$ cat config.mk
export PLATFORM = sky130hd
export DESIGN_NAME = rv_lsu_flat
export DESIGN_NICKNAME = d
export VERILOG_FILES = /design/src/rtl/rv_lsu_if.sv /design/src/rtl/rv_lsu.sv /design/src/flat_wrapper.sv
export SDC_FILE = /design/constraint.sdc
export NUM_CORES = 1
export LEC_CHECK = 0
export CORE_ASPECT_RATIO = 1.25
export CORE_MARGIN = 5
export CORE_UTILIZATION = 42
export CTS_BUF_LIST = sky130_fd_sc_hd__clkbuf_8 sky130_fd_sc_hd__clkbuf_16
export CTS_CLUSTER_DIAMETER = 100
export DETAILED_ROUTE_END_ITERATION = 6
export GPL_TIMING_DRIVEN = 0
export HOLD_SLACK_MARGIN = 0.05
export PLACE_DENSITY = 0.8
export SYNTH_ARGS = -nofsm -noshare
export SYNTH_HDL_FRONTEND = slang
export SYNTH_SLANG_ARGS = --single-unit
export TNS_END_PERCENT = 10
$ cat constraint.sdc
create_clock -name clk -period 3.8 [get_ports clk]
set_clock_uncertainty 0.15 [all_clocks]
set_input_delay 0.95 -clock clk [delete_from_list [all_inputs] [get_ports clk]]
set_output_delay 0.95 -clock clk [all_outputs]
set_load 0.05 [all_outputs]
$ cat src/rtl/rv_lsu_if.sv
// Core-to-LSU request/response channel plus LSU-to-RAM port A signals.
// master = core and RAM side, slave = the load/store unit.
interface rv_lsu_if #(
  parameter int WIDTH = 32,
  parameter int DEPTH = 1024
);
  localparam int AW = $clog2(DEPTH);

  logic             req_valid;
  logic             req_ready;
  logic             req_we;
  logic [1:0]       req_size;
  logic             req_unsigned;
  logic [31:0]      req_addr;
  logic [WIDTH-1:0] req_wdata;
  logic             rsp_valid;
  logic [WIDTH-1:0] rsp_rdata;
  logic             rsp_err;
  logic             ram_en;
  logic             ram_we;
  logic [AW-1:0]    ram_addr;
  logic [WIDTH-1:0] ram_wdata;
  logic [WIDTH-1:0] ram_rdata;

  modport master (
    output req_valid, req_we, req_size, req_unsigned, req_addr, req_wdata, ram_rdata,
    input  req_ready, rsp_valid, rsp_rdata, rsp_err, ram_en, ram_we, ram_addr, ram_wdata
  );

  modport slave (
    input  req_valid, req_we, req_size, req_unsigned, req_addr, req_wdata, ram_rdata,
    output req_ready, rsp_valid, rsp_rdata, rsp_err, ram_en, ram_we, ram_addr, ram_wdata
  );
endinterface

$ cat src/rtl/rv_lsu.sv
// Single-outstanding load/store unit with read-modify-write for sub-word stores.
// Optional event counters are built when RV_LSU_PERF_EN is defined.
module rv_lsu #(
  parameter int WIDTH = 32,
  parameter int DEPTH = 1024
) (
  input  logic        clk,
  input  logic        rst,
  rv_lsu_if.slave     bus,
  output logic [31:0] cnt_load,
  output logic [31:0] cnt_store,
  output logic [31:0] cnt_err
);
  localparam int AW = $clog2(DEPTH);

  typedef enum logic [2:0] {
    S_IDLE, S_READ, S_WAIT, S_WRITE, S_RSP, S_ERR_RSP
  } state_t;

  state_t           state_q, state_d;
  logic             we_q, uns_q;
  logic [1:0]       size_q;
  logic [AW+1:0]    addr_q;
  logic [WIDTH-1:0] wdata_q, rdata_q;
  logic [WIDTH-1:0] load_ext, merged;
  logic [7:0]       byte_sel;
  logic [15:0]      half_sel;
  logic             err_acc, accept;

  assign accept  = (state_q == S_IDLE) && bus.req_valid;
  assign err_acc = (bus.req_size == 2'd3)
                || (bus.req_size == 2'd1 && bus.req_addr[0])
                || (bus.req_size == 2'd2 && bus.req_addr[1:0] != 2'b00)
                || ((bus.req_addr >> (AW + 2)) != 32'd0);

  always_comb begin
    state_d  = state_q;
    byte_sel = bus.ram_rdata[{addr_q[1:0], 3'b000} +: 8];
    half_sel = bus.ram_rdata[{addr_q[1], 4'b0000} +: 16];
    merged   = bus.ram_rdata;
    load_ext = bus.ram_rdata;
    case (size_q)
      2'd0: begin
        load_ext = uns_q ? {24'd0, byte_sel} : {{24{byte_sel[7]}}, byte_sel};
        merged[{addr_q[1:0], 3'b000} +: 8] = wdata_q[7:0];
      end
      2'd1: begin
        load_ext = uns_q ? {16'd0, half_sel} : {{16{half_sel[15]}}, half_sel};
        merged[{addr_q[1], 4'b0000} +: 16] = wdata_q[15:0];
      end
      default: ;
    endcase
    case (state_q)
      S_IDLE: if (bus.req_valid) begin
        if (err_acc)                                state_d = S_ERR_RSP;
        else if (bus.req_we && bus.req_size == 2'd2) state_d = S_WRITE;
        else                                        state_d = S_READ;
      end
      S_READ:    state_d = S_WAIT;
      S_WAIT:    state_d = we_q ? S_WRITE : S_RSP;
      S_WRITE:   state_d = S_RSP;
      S_RSP:     state_d = S_IDLE;
      S_ERR_RSP: state_d = S_IDLE;
      default:   state_d = S_IDLE;
    endcase
  end

  always_ff @(posedge clk or posedge rst) begin
    if (rst) begin
      state_q <= S_IDLE;
      we_q    <= 1'b0;
      uns_q   <= 1'b0;
      size_q  <= 2'd0;
      addr_q  <= '0;
      wdata_q <= '0;
      rdata_q <= '0;
    end else begin
      state_q <= state_d;
      if (accept) begin
        we_q    <= bus.req_we;
        uns_q   <= bus.req_unsigned;
        size_q  <= bus.req_size;
        addr_q  <= bus.req_addr[AW+1:0];
        wdata_q <= bus.req_wdata;
      end
      // Sub-word stores reuse the store-data register for the merged word.
      if (state_q == S_WAIT && we_q)
        wdata_q <= merged;
      if (state_q == S_WAIT && !we_q)
        rdata_q <= load_ext;
      else if (state_q == S_WRITE || (accept && err_acc))
        rdata_q <= '0;
    end
  end

  assign bus.req_ready = (state_q == S_IDLE);
  assign bus.rsp_valid = (state_q == S_RSP) || (state_q == S_ERR_RSP);
  assign bus.rsp_err   = (state_q == S_ERR_RSP);
  assign bus.rsp_rdata = rdata_q;
  assign bus.ram_en    = (state_q == S_READ) || (state_q == S_WRITE);
  assign bus.ram_we    = (state_q == S_WRITE);
  assign bus.ram_addr  = addr_q[AW+1:2];
  assign bus.ram_wdata = (state_q == S_WRITE) ? wdata_q : '0;

`ifdef RV_LSU_PERF_EN
  logic [31:0] cnt_load_q, cnt_store_q, cnt_err_q;

  always_ff @(posedge clk or posedge rst) begin
    if (rst) begin
      cnt_load_q  <= '0;
      cnt_store_q <= '0;
      cnt_err_q   <= '0;
    end else begin
      if (state_q == S_RSP && !we_q) cnt_load_q  <= cnt_load_q + 32'd1;
      if (state_q == S_RSP && we_q)  cnt_store_q <= cnt_store_q + 32'd1;
      if (state_q == S_ERR_RSP)      cnt_err_q   <= cnt_err_q + 32'd1;
    end
  end

  assign cnt_load  = cnt_load_q;
  assign cnt_store = cnt_store_q;
  assign cnt_err   = cnt_err_q;
`else
  assign cnt_load  = 32'd0;
  assign cnt_store = 32'd0;
  assign cnt_err   = 32'd0;
`endif
endmodule

$ cat src/flat_wrapper.sv
// flat-port wrapper written by rule: the top's interface ports become plain ports
module rv_lsu_flat 
#(
  parameter int WIDTH = 32,
  parameter int DEPTH = 1024
)
  (clk, rst, cnt_load, cnt_store, cnt_err, bus_req_valid, bus_req_we, bus_req_size, bus_req_unsigned, bus_req_addr, bus_req_wdata, bus_ram_rdata, bus_req_ready, bus_rsp_valid, bus_rsp_rdata, bus_rsp_err, bus_ram_en, bus_ram_we, bus_ram_addr, bus_ram_wdata);
  rv_lsu_if #(.WIDTH(WIDTH), .DEPTH(DEPTH)) bus_i ();
  input  logic clk;
  input  logic rst;
  output logic [31:0] cnt_load;
  output logic [31:0] cnt_store;
  output logic [31:0] cnt_err;
  input wire logic [$bits(bus_i.req_valid)-1:0] bus_req_valid;
  input wire logic [$bits(bus_i.req_we)-1:0] bus_req_we;
  input wire logic [$bits(bus_i.req_size)-1:0] bus_req_size;
  input wire logic [$bits(bus_i.req_unsigned)-1:0] bus_req_unsigned;
  input wire logic [$bits(bus_i.req_addr)-1:0] bus_req_addr;
  input wire logic [$bits(bus_i.req_wdata)-1:0] bus_req_wdata;
  input wire logic [$bits(bus_i.ram_rdata)-1:0] bus_ram_rdata;
  output wire logic [$bits(bus_i.req_ready)-1:0] bus_req_ready;
  output wire logic [$bits(bus_i.rsp_valid)-1:0] bus_rsp_valid;
  output wire logic [$bits(bus_i.rsp_rdata)-1:0] bus_rsp_rdata;
  output wire logic [$bits(bus_i.rsp_err)-1:0] bus_rsp_err;
  output wire logic [$bits(bus_i.ram_en)-1:0] bus_ram_en;
  output wire logic [$bits(bus_i.ram_we)-1:0] bus_ram_we;
  output wire logic [$bits(bus_i.ram_addr)-1:0] bus_ram_addr;
  output wire logic [$bits(bus_i.ram_wdata)-1:0] bus_ram_wdata;
  assign bus_i.req_valid = bus_req_valid;
  assign bus_i.req_we = bus_req_we;
  assign bus_i.req_size = bus_req_size;
  assign bus_i.req_unsigned = bus_req_unsigned;
  assign bus_i.req_addr = bus_req_addr;
  assign bus_i.req_wdata = bus_req_wdata;
  assign bus_i.ram_rdata = bus_ram_rdata;
  assign bus_req_ready = bus_i.req_ready;
  assign bus_rsp_valid = bus_i.rsp_valid;
  assign bus_rsp_rdata = bus_i.rsp_rdata;
  assign bus_rsp_err = bus_i.rsp_err;
  assign bus_ram_en = bus_i.ram_en;
  assign bus_ram_we = bus_i.ram_we;
  assign bus_ram_addr = bus_i.ram_addr;
  assign bus_ram_wdata = bus_i.ram_wdata;
  rv_lsu #(.WIDTH(WIDTH), .DEPTH(DEPTH)) u_core (.clk(clk), .rst(rst), .bus(bus_i), .cnt_load(cnt_load), .cnt_store(cnt_store), .cnt_err(cnt_err));
endmodule
==> flow_metrics.env <==
export IMPL_area_growth_pct=45.9
export IMPL_final_max_slew_viol_count=0
export IMPL_crit_path_frequent_cell="clkbuf_1"
export IMPL_min_period_over_period_pct=98.3
export IMPL_outcome="completed"
export IMPL_row_count=48
export IMPL_synthCells=663
export IMPL_synth_area_leaders="dfrtp_1, buf_4, a221o_1"
export IMPL_power_per_cell_area_mw_per_mm2=725
export IMPL_clkSinkCount=83
export IMPL_numCtsBuffers=9
export IMPL_fmax_mhz=268
export IMPL_dr_pass1_iters=5
export IMPL_clk_pin_slew_worst_paths_ns=0.07
export IMPL_setup_viol=0
export IMPL_viasPerCell=5.31
export IMPL_floorplan_initialDensity_pct=43.1
export IMPL_ir_worst_vdd_mv=0.408
export IMPL_cts_tree="yes"
export IMPL_worstSetupPathType="flop to output pin"
export IMPL_drc=0
export IMPL_cp_slowest_stage_delay_ns=0.81
export IMPL_finalCriticalPeriod_ns=3.73
export IMPL_max_cap_violations=0
export IMPL_clock_latency_ns=0.35
export IMPL_synth_area_mm2=0.00598
export IMPL_maxSlewHeadroom_pct=37.7
export IMPL_final_layout_size_suffix_gt1_share_pct=17.2
export IMPL_grt_pass1_vias=5964
export IMPL_avgSynthCellArea_um2=9.02
export IMPL_grt_first_pass_wirelength_um=31900
export IMPL_fill_cells=1240
export IMPL_io_pins=278
export IMPL_hp_class="flop to flop"
export IMPL_vias=6002
export IMPL_worst_setup_path_start_kind="flop"
export IMPL_post_cts_resize_count=0
export IMPL_post_cts_setup_buffers=0
export IMPL_synth_most_common_cell="buf_4"
export IMPL_grt_overflow=0
export IMPL_ys_warn_count=0
export IMPL_die_y_um=143
export IMPL_synth_top_area_share_pct=34.7
export IMPL_synth_largest_area_cell="dfrtp_1"
export IMPL_crit_chain="clkbuf_1 > clkbuf_1 > and3_1 > clkdlybuf4s50_1"
export IMPL_cts_buffer_depth=2
export IMPL_hold_slack_ns=0.324
export IMPL_timing_final_ws_setup_ns=0.0663
export IMPL_dp_slack_ns=0.416
export IMPL_rsz0062_at_grt="yes"
export IMPL_synth_cell_types=50
export IMPL_track_usage_pct=24.6
export IMPL_drt_wl_total_um=21200
export IMPL_hold_viol_final=0
export IMPL_tightest_slew_ns=0.927
export IMPL_dieArea_mm2=0.0167
export IMPL_gp_congestion=0.983
export IMPL_worst_path_max_delay_cell="clkdlybuf4s50_1"
export IMPL_total_power_mw=6.32
export IMPL_p_leak_nw=4.26
export IMPL_core_mm2=0.0139
export IMPL_ant_nets=0
export IMPL_crit_path_end_kind="output pin"
export IMPL_worst_path_max_fanout=10
export IMPL_dp_final_hpwl_um=16900
export IMPL_cp_data_arrival_time_ns=2.63
export IMPL_root_buffer="clkbuf_16"
export IMPL_cp_data_required_time_ns=2.70
export IMPL_antenna_found_initial=0
export IMPL_cts_max_level=3
export IMPL_post_drt_wl_per_cell_um=18.7
export IMPL_dr_first_iter_drc_count=429
export IMPL_finalNetCount=1059
export IMPL_antenna_cells=0
export IMPL_ys_ff_latch=83
export IMPL_synth_edf_count=0
export IMPL_hold_buffers=0
export IMPL_synth_async_sr_flop_share_pct=100
export IMPL_portBuffers=181
export IMPL_synth_main_ff_cell="dfrtp_1"
export IMPL_yosysSeqAreaShare_pct=34.7
export IMPL_fp_dieW_um=117
export IMPL_synth_common_cells="buf_4, dfrtp_1, o21ai_0"
export IMPL_grt_max_degree=45
## kinds of logic after synthesis
kind of cell	after synthesis	synth area share, %
other	1	0.0627
and+or+nand+nor	154	13.8
AOI/OAI and AO/OA	215	26.5
buffers and inverters	181	18.6
DFF	83	34.7
muxes	24	5.19
adders and majority gates	5	1.05
## through the flow
| step | instance area, um^2 | util [%] | TNS [ns] | cells |
|---|---|---|---|---|
| after detailed placement | 8390 | 60.5 | 0 | 1115 |
| after CTS | 8690 | 62.6 | 0 | 1131 |
| final | 8720 | 62.9 | 0 | 1131 |
| after floorplan | 6330 | - | 0 | 758 |
| after global routing | 8720 | 62.9 | -0.179 | 1131 |
| after global placement | 8360 | 60.3 | -70.43 | 1114 |
## worst max-delay path, delay by kind of cell (launching register included)
kind	cells	cell delay, ns
buffers and inverters	3	1.62
flip-flops	1	0.44
AND/OR/NAND/NOR	1	0.24
## layer usage
layer	GRT usage, %	wire (um)
met5	0	0
met4	10.8	779
met3	5.86	2170
met2	40.9	10500
met1	30.2	7770
## report_power, final
group          internal, mW  leakage, nW  total (mW)  switching [mW]
sequential             1.26         1.06        1.62           0.365
clock                 0.463        0.145       0.872           0.409
combinational          1.42         3.06        3.83            2.41
## cells in the final DEF, fill, tap and decap left out, types with 5 or more instances in the layout
cell type,n
a21oi_1,18
a221o_1,30
a221oi_1,15
a22o_1,24
a2bb2oi_1,8
and3_1,34
buf_2,11
buf_4,106
clkbuf_1,37
clkbuf_16,9
clkdlybuf4s50_1,167
conb_1,96
dfrtp_1,83
dlymetal6s2s_1,14
ha_1,5
inv_1,21
mux2_2,16
nand2_1,37
nor2_1,23
nor2b_1,23
nor3_1,12
nor4_1,5
o21ai_0,51
o21ai_1,9
o22ai_1,19
o2bb2ai_1,30
## final timing paths
kind,startpoint,end,slack [ns],cells past startpoint
max,u_core.state_q[0]$_DFFE_PP0P_,bus_ram_wdata[29],0.07,4
min,u_core.wdata_q[24]$_DFFE_PP0P_,u_core.wdata_q[24]$_DFFE_PP0P_,0.32,2
max reg2reg,u_core.addr_q[1]$_DFFE_PP0P_,u_core.wdata_q[31]$_DFFE_PP0P_,0.62,10
min reg2reg,u_core.wdata_q[24]$_DFFE_PP0P_,u_core.wdata_q[24]$_DFFE_PP0P_,0.32,2
max in group asynchronous,rst,u_core.we_q$_DFFE_PP0P_,2.04,3
min in group asynchronous,rst,u_core.bus.rsp_rdata[26]$_DFFE_PP0P_,0.86,2
## layout make-up
| cell class | count | area, um^2 | area share [%] |
|---|---|---|---|
| buffer | 158 | 1030 | 11.8 |
| clock buffer | 9 | 225 | 2.58 |
| clock inverter | 7 | 66.3 | 0.760 |
| inverter | 23 | 88.8 | 1.02 |
| multi-input combinational | 494 | 3140 | 36.0 |
| sequential | 83 | 2080 | 23.8 |
| tap | 175 | 219 | 2.51 |
| timing repair buffer | 182 | 1870 | 21.5 |
## registers in the layout, indices dropped and copies added (netlist names)
name and flops:
u_core.addr_q 12, u_core.bus.rsp_rdata 32, u_core.we_q 1, u_core.state_q 3, u_core.uns_q 1, u_core.size_q 2
u_core.wdata_q 32
Power figures use the tool's default switching activity.
